$ cat src/rtl/display_scan.sv
// display_scan: multiplexed 8-digit seven-segment scanner.
// Time-slices eight hex digits taken from four microcontroller output
// registers onto a shared segment bus. The digit values are captured once
// per frame, so a digit never changes while the frame is being scanned.
// Blanking, leading-zero suppression and decimal points are applied live.
module display_scan #(
  parameter int unsigned DIV = 50000
) (
  input  logic       clk,
  input  logic       reset,
  input  logic [7:0] d0_s,
  input  logic [7:0] d1_s,
  input  logic [7:0] d2_s,
  input  logic [7:0] d3_s,
  input  logic       blank,
  input  logic       lzs,
  input  logic [7:0] dp_mask,
  output logic [6:0] seg_n,
  output logic [7:0] an_n,
  output logic       dp_n,
  output logic       frame
);

  localparam logic [15:0] DIV_LAST = 16'(DIV - 1);
  localparam logic [2:0]  IDX_LAST = 3'd7;

  logic [15:0] cnt;
  logic        tick;
  logic        frame_end;
  logic [2:0]  idx;
  logic [31:0] snapshot;

  logic [7:0]  digit_nz;
  logic [7:0]  suppress;
  logic [3:0]  digit;
  logic        visible;
  logic [6:0]  seg_dec;

  // End of the current digit slot, and end of the whole frame.
  always_comb begin
    tick      = (cnt == DIV_LAST);
    frame_end = tick && (idx == IDX_LAST);
  end

  // Prescaler: counts clock cycles within one digit slot.
  always_ff @(posedge clk or posedge reset) begin
    if (reset) begin
      cnt <= '0;
    end else if (tick) begin
      cnt <= '0;
    end else begin
      cnt <= cnt + 16'd1;
    end
  end

  // Digit index: advances once per slot, wraps naturally from 7 to 0.
  always_ff @(posedge clk or posedge reset) begin
    if (reset) begin
      idx <= '0;
    end else if (tick) begin
      idx <= idx + 3'd1;
    end
  end

  // Snapshot of the port values, refreshed only at the frame boundary.
  always_ff @(posedge clk or posedge reset) begin
    if (reset) begin
      snapshot <= '0;
    end else if (frame_end) begin
      snapshot <= {d3_s, d2_s, d1_s, d0_s};
    end
  end

  // Frame pulse: high for the cycle after the snapshot loads.
  always_ff @(posedge clk or posedge reset) begin
    if (reset) begin
      frame <= 1'b0;
    end else begin
      frame <= frame_end;
    end
  end

  // Per-digit non-zero flags of the snapshot.
  always_comb begin
    digit_nz = '0;
    for (int unsigned k = 0; k < 8; k++) begin
      digit_nz[k] = |snapshot[4*k +: 4];
    end
  end

  // Leading-zero suppression: walk from the top digit down, a digit is
  // suppressed while no non-zero digit has been seen at or above it.
  // Digit 0 always stays visible so a zero value still shows "0".
  always_comb begin
    logic seen_nz;
    seen_nz  = 1'b0;
    suppress = '0;
    for (int unsigned k = 8; k > 0; k--) begin
      seen_nz       = seen_nz | digit_nz[k-1];
      suppress[k-1] = lzs & ~seen_nz;
    end
    suppress[0] = 1'b0;
  end

  // Select the current digit and decide whether it is lit.
  always_comb begin
    digit   = snapshot[4*idx +: 4];
    visible = ~blank & ~suppress[idx];
  end

  // Hex to active-low segments {g,f,e,d,c,b,a}.
  always_comb begin
    seg_dec = 7'h7F;
    unique case (digit)
      4'h0: seg_dec = 7'h40;
      4'h1: seg_dec = 7'h79;
      4'h2: seg_dec = 7'h24;
      4'h3: seg_dec = 7'h30;
      4'h4: seg_dec = 7'h19;
      4'h5: seg_dec = 7'h12;
      4'h6: seg_dec = 7'h02;
      4'h7: seg_dec = 7'h78;
      4'h8: seg_dec = 7'h00;
      4'h9: seg_dec = 7'h10;
      4'hA: seg_dec = 7'h08;
      4'hB: seg_dec = 7'h03;
      4'hC: seg_dec = 7'h46;
      4'hD: seg_dec = 7'h21;
      4'hE: seg_dec = 7'h06;
      4'hF: seg_dec = 7'h0E;
    endcase
  end

  // Registered drive of anodes, segments and decimal point from pre-edge idx.
  always_ff @(posedge clk or posedge reset) begin
    if (reset) begin
      an_n  <= '1;
      seg_n <= '1;
      dp_n  <= 1'b1;
    end else if (visible) begin
      an_n  <= ~(8'h01 << idx);
      seg_n <= seg_dec;
      dp_n  <= ~dp_mask[idx];
    end else begin
      an_n  <= '1;
      seg_n <= '1;
      dp_n  <= 1'b1;
    end
  end

endmodule

$ cat config.mk
export PLATFORM = sky130hd
export DESIGN_NAME = display_scan
export DESIGN_NICKNAME = d
export VERILOG_FILES = /design/src/rtl/display_scan.sv
export SDC_FILE = /design/constraint.sdc
export NUM_CORES = 1
export LEC_CHECK = 0
export BUFFER_PORTS_ARGS = -buffer_cell sky130_fd_sc_hd__buf_2
export CAP_MARGIN = 20
export CORE_UTILIZATION = 38
export CTS_BUF_LIST = sky130_fd_sc_hd__clkbuf_16
export CTS_CLUSTER_SIZE = 12
export DETAILED_ROUTE_END_ITERATION = 8
export PLACE_DENSITY_LB_ADDON = 0.2
export SLEW_MARGIN = 20
export SYNTH_ARGS = -nofsm -noshare
export SYNTH_HDL_FRONTEND = slang
export SYNTH_SLANG_ARGS = --single-unit
$ cat constraint.sdc
create_clock -name clk -period 2.6 [get_ports clk]
set_clock_uncertainty 0.05 [all_clocks]
set_input_delay 0.52 -clock clk [delete_from_list [all_inputs] [get_ports clk]]
set_output_delay 0.52 -clock clk [all_outputs]
set_load 0.05 [all_outputs]
* Yosys cells after proc, flatten, opt, wreduce, memory -nomap -nowiden
Memory sizes are Yosys's and may differ from the RTL's.
Index checks and enable logic that the tools add are counted.
** Operators by class
- $add $sub $neg :: 2
- Order comparisons :: 1
- Equality and inequality tests :: 2
- Shift operators :: 2
- Muxes and demuxes :: 8
- Bitwise logic cells :: 25
- Reduce and logical (&&, ||, !) cells :: 8
** Operators with widths (number)
- variable part select 32 x 6 -> 4 bit :: 1
- OR reduction 4 bit :: 7
- adder 16 x 1 -> 16 bit, second input constant :: 1
- equality test 16 bit, second input constant :: 1
- two-way mux 16 bit :: 1
- inverter 1 bit :: 10
- bitwise AND 1 bit :: 8
- two-way mux 8 bit :: 1
- inverter 8 bit :: 1
- << shifter 1 x 3 -> 8 bit, first input constant :: 1
- two-way mux 7 bit :: 1
- binary-select mux 1 bit (select 3 bit) :: 2
- bitwise OR 1 bit :: 6
- < comparator 3 x 4 -> 1 bit, second input constant :: 1
- adder 3 x 1 -> 3 bit, second input constant :: 1
- equality test 3 bit, second input constant :: 1
- two-way mux 1 bit :: 3
- logical AND 1 bit :: 1
** Storage, ports and cells
- Flip-flop bits (word level) :: 68
- ROM bits :: 112
- Input bits :: 44
- Output and inout bits :: 17
- Word-level logic and storage cells :: 56
- Memories kept :: 1
** Memories
- (no name shown) :: words 16, bits a word 7, rd ports 1, clocked after memory_dff 0, write ports 0, line 114 : unique case (digit)

* Logic depth before layout (Yosys ltp)
- Depth after elaboration :: 14
- Gate-level depth with buffers :: 9
- Depth with buffers taken out :: 7

* Worst setup path before layout
OpenSTA, ideal clock, no wires.
- Path type :: reg-to-reg
- From :: register idx[0]
- To :: register seg_n[3]
- Library setup time :: 0.075 ns
- Arrival time :: 2.145 ns
- Required time :: 2.475 ns
- Path slack :: 0.330 ns
- Stages on the path, launching flop included :: 8
- Buffers on the path :: 1
- Period minus slack after synthesis :: 2.270 ns
- Cell sequence :: dfrtp_1 > buf_6 > mux4_1 > mux2_4 > inv_1 > ha_1 > a211o_2 > o211ai_2
** Between the ends
- Word-level cells in the longest chain between the ends :: 5
- Elaborated cells between the ends (all ways) :: 7
- Classes of those cells :: shift (1); mux (3); bitwise (2); memory (1)
** Ends and longest elaborated chain
- start, declared :: line 30 : logic [2:0] idx;
- start signal, assigned :: line 61 : idx <= idx + 3'd1;
- branches (longest 4 deep; another with memory (16 x 7 bit))
- two-way mux 7 bit (*) :: line 140 : end else if (visible) begin
- end signal, assigned :: line 142 : seg_n <= seg_dec;
- end, declared :: line 18 : output logic [6:0] seg_n,
Every way passes the cells marked *. The select of a mux whose other input is x is not followed.
A chain may end at the register's enable or synchronous reset.

* Final worst setup path
Same ends and word-level chain as after synthesis.

==> results.cfg <==
[clock_tree]
cts_root_buf = clkbuf_16
worst_skew_pair.late_latency_ns = 0.33
h-tree-depth = 3
clk_transition_reported_paths_ns = 0.06
cts_post_setup_buffers_inserted = 0
cts_buffer_depth = 2
cts_buffers = 9
cts_tree = done
cts.sinks = 68
post_cts_resized = 0
hold_buffers = 0

[logic_synthesis]
yosysUniqueCellTypes = 38
synth_cells = 253
synth_fp_nets = 310
ys_ff_latch = 68
synth_top_area_share_pct = 39.6
synth_area_leaders = dfrtp_1 (40%), dfstp_2 (13%), mux2_2 (11%)
synth_top_family_by_area = multiplexers
yosysWarningCount = 0
synth_area_leader_cell = dfrtp_1
muxShareOfSynthArea_pct = 21.6
synthSimpleGateAreaFrac_pct = 9.90
avgSynthCellArea_um2 = 13.0
synth_fa_ha_area_share_pct = 4.95
synth_compound_area_share_pct = 4.26
synth_area_um2 = 3290
seq_area_frac_synth_pct = 52.4
synth_xor_area_share_pct = 4.00

[global_routing]
overflow = 0
grt_max_degree = 43
grt_use_total_pct = 16.5
grt_pass1_wl_mm = 10.9
grt_antenna_before_repair = 0
grt_pass1_vias = 2175

[sta]
hold_viol_final = 0
whs_ns = 0.207
fin_crit_sh_pct = 91.9
worst_slew_pin_slew_ns = 0.583
layout_min_cycle_time_ns = 2.39
setup_viol = 0
rsz0062_at_grt = false
max_freq_ghz = 0.418
maxSlewHeadroom_pct = 61.1
drv_slew = 0
fin_tns_setup_ns = 0

[routing]
detail-route-antenna-nets = 0
drtIter0Drc = 50
wl_met1_mm = 3.19
wl_per_cell_um = 15.4
dr.max_layer_used = met4
dr.pass1.iters = 4
drt-total-wl_mm = 6.61
route.met2.wl_mm = 3.00
vias = 2180
drc = 0
wl_met3_um = 299
viasPerCell = 5.08

[hold_path]
hold_class = input port to async pin

[worst_setup_path]
crit_chain = mux4_1, mux2_4, inv_1, ha_1, a211o_2, o211ai_2
critPathKind = flip-flop to flip-flop
cp-end-kind = flip-flop
arrival_ns = 2.59
cp_slowest_cell = mux4_1
cp_max_fo = 8
required_ns = 2.80
max_stage_delay_ns = 0.61
worst-path-buf-inv = 1
cpLargestDelayFamily = multiplexers
startpoint_type = flip-flop

[placed_design]
hpwl_mm = 4.83
place_congestion = 0.908
dp.cells = 413
io_buffers = 60
placed_area_um2 = 3720

[floorplanning]
die_w_um = 95.0
die_h_um = 95.0
core_area_um2 = 8300
num_rows = 33
num_io_pins = 61
initial_core_util_pct = 39.6
fp.dieArea_um2 = 9030

[final_layout]
final_cell_mix = buf_2 (60), dfrtp_1 (52), mux2_2 (33), nand2_1 (18)
multi_input_area_um2 = 1470
area_growth_pct = 22.9
num_antenna_cells = 0
regArea_um2 = 1720
design_area_um2 = 4040
instances_no_fill = 429
final_common_cell = buf_2
finalNetCount = 376
drive_gt1_share_pct = 43.8
fillers = 759

[pwr]
powerDensity_nw_per_um2 = 643
power_leakage_nw = 1.80
ir_worst_vdd_v = 0.000313

[job]
cap_violations = 0

[run_status]
status = finished clean
-- cells in the mapped netlist --
master and n:
dfrtp_1 52, nand3_1 16, dfstp_2 16, inv_1 7, o2bb2ai_1 1, mux4_2 4
nand2_1 18, and4_1 1, o21ai_1 1, xnor2_1 4, nand4_1 2, nor2b_1 1
and3_1 2, mux2i_1 4, a41oi_1 2, clkbuf_1 2, inv_2 1, buf_6 2
xor2_1 11, o221ai_1 3, nor3_1 4, buf_2 7, mux2_2 33, mux2_4 1
ha_1 13, mux2i_4 1, a21oi_1 5, mux2i_2 1, nand2b_1 1, nor2_1 14
nor4b_1 1, o211ai_2 1, mux4_1 6, nor4_1 7, or2_2 1, o21ai_0 4
a211o_2 1, o211ai_1 2
-- sequential cells by signal (all words and copies together) (netlist names) --
name and count:
an_n 8, cnt 16, dp_n 1, frame 1, idx 3, seg_n 7
snapshot 32
-- routing by layer --
layer,vias up,global-route usage (%)
li1,1051,-
met1,1060,21.7
met2,59,24.5
met3,10,5.80
met4,0,6.94
met5,-,0
-- cells by family (layout without fill, tap and decap cells) --
group | count (synthesis) | after routing
DFF | 68 | 68
and+or+nand+nor | 68 | 68
muxes | 50 | 50
AOI/OAI and AO/OA | 20 | 20
buffers and inverters | 19 | 90
xor gates and xnor gates | 15 | 15
adders and majority gates | 13 | 13
-- final timing paths --
| check | cells past startpoint | to | from | slack [ns] |
|---|---|---|---|---|
| max in group asynchronous | 3 | an_n[7] | reset | 1.61 |
| hold reg to reg | 1 | cnt[0] | cnt[0] | 0.43 |
| setup reg to reg | 6 | seg_n[3] | idx[0] | 0.21 |
| min in group clk | 2 | snapshot[5] | d0_s[5] | 0.37 |
| setup / recovery | 6 | seg_n[3] | idx[0] | 0.21 |
| hold / removal | 2 | snapshot[5] | reset | 0.21 |
-- where the power goes --
group | switching (mW) | internal, mW
combinational | 0.110 | 0.0812
sequential | 0.0246 | 1.10
clock | 0.444 | 0.833
total | 0.579 | 2.02
-- area by class of cell --
| cell class | instances | share of cell area, % |
|---|---|---|
| multi-input cells | 166 | 36.4 |
| clock buffers | 9 | 5.57 |
| clock inverters | 7 | 2.26 |
| flip-flops and latches | 68 | 42.6 |
| inverters | 8 | 0.743 |
| repair buffers | 66 | 9.17 |
| well taps | 105 | 3.25 |
-- per-stage QoR --
step / power [mW] / utilization [%] / worst slack (ns)
2_1_floorplan: 1.26 / - / 0.330
3_3_place_gp: 1.34 / 44.9 / 0.323
3_5_place_dp: 1.34 / 44.9 / 0.240
4_1_cts: 2.63 / 48.7 / 0.204
5_1_grt: 2.70 / 48.7 / 0.113
6_report: 2.60 / 48.7 / 0.210
(Power assumes the default switching activity.)
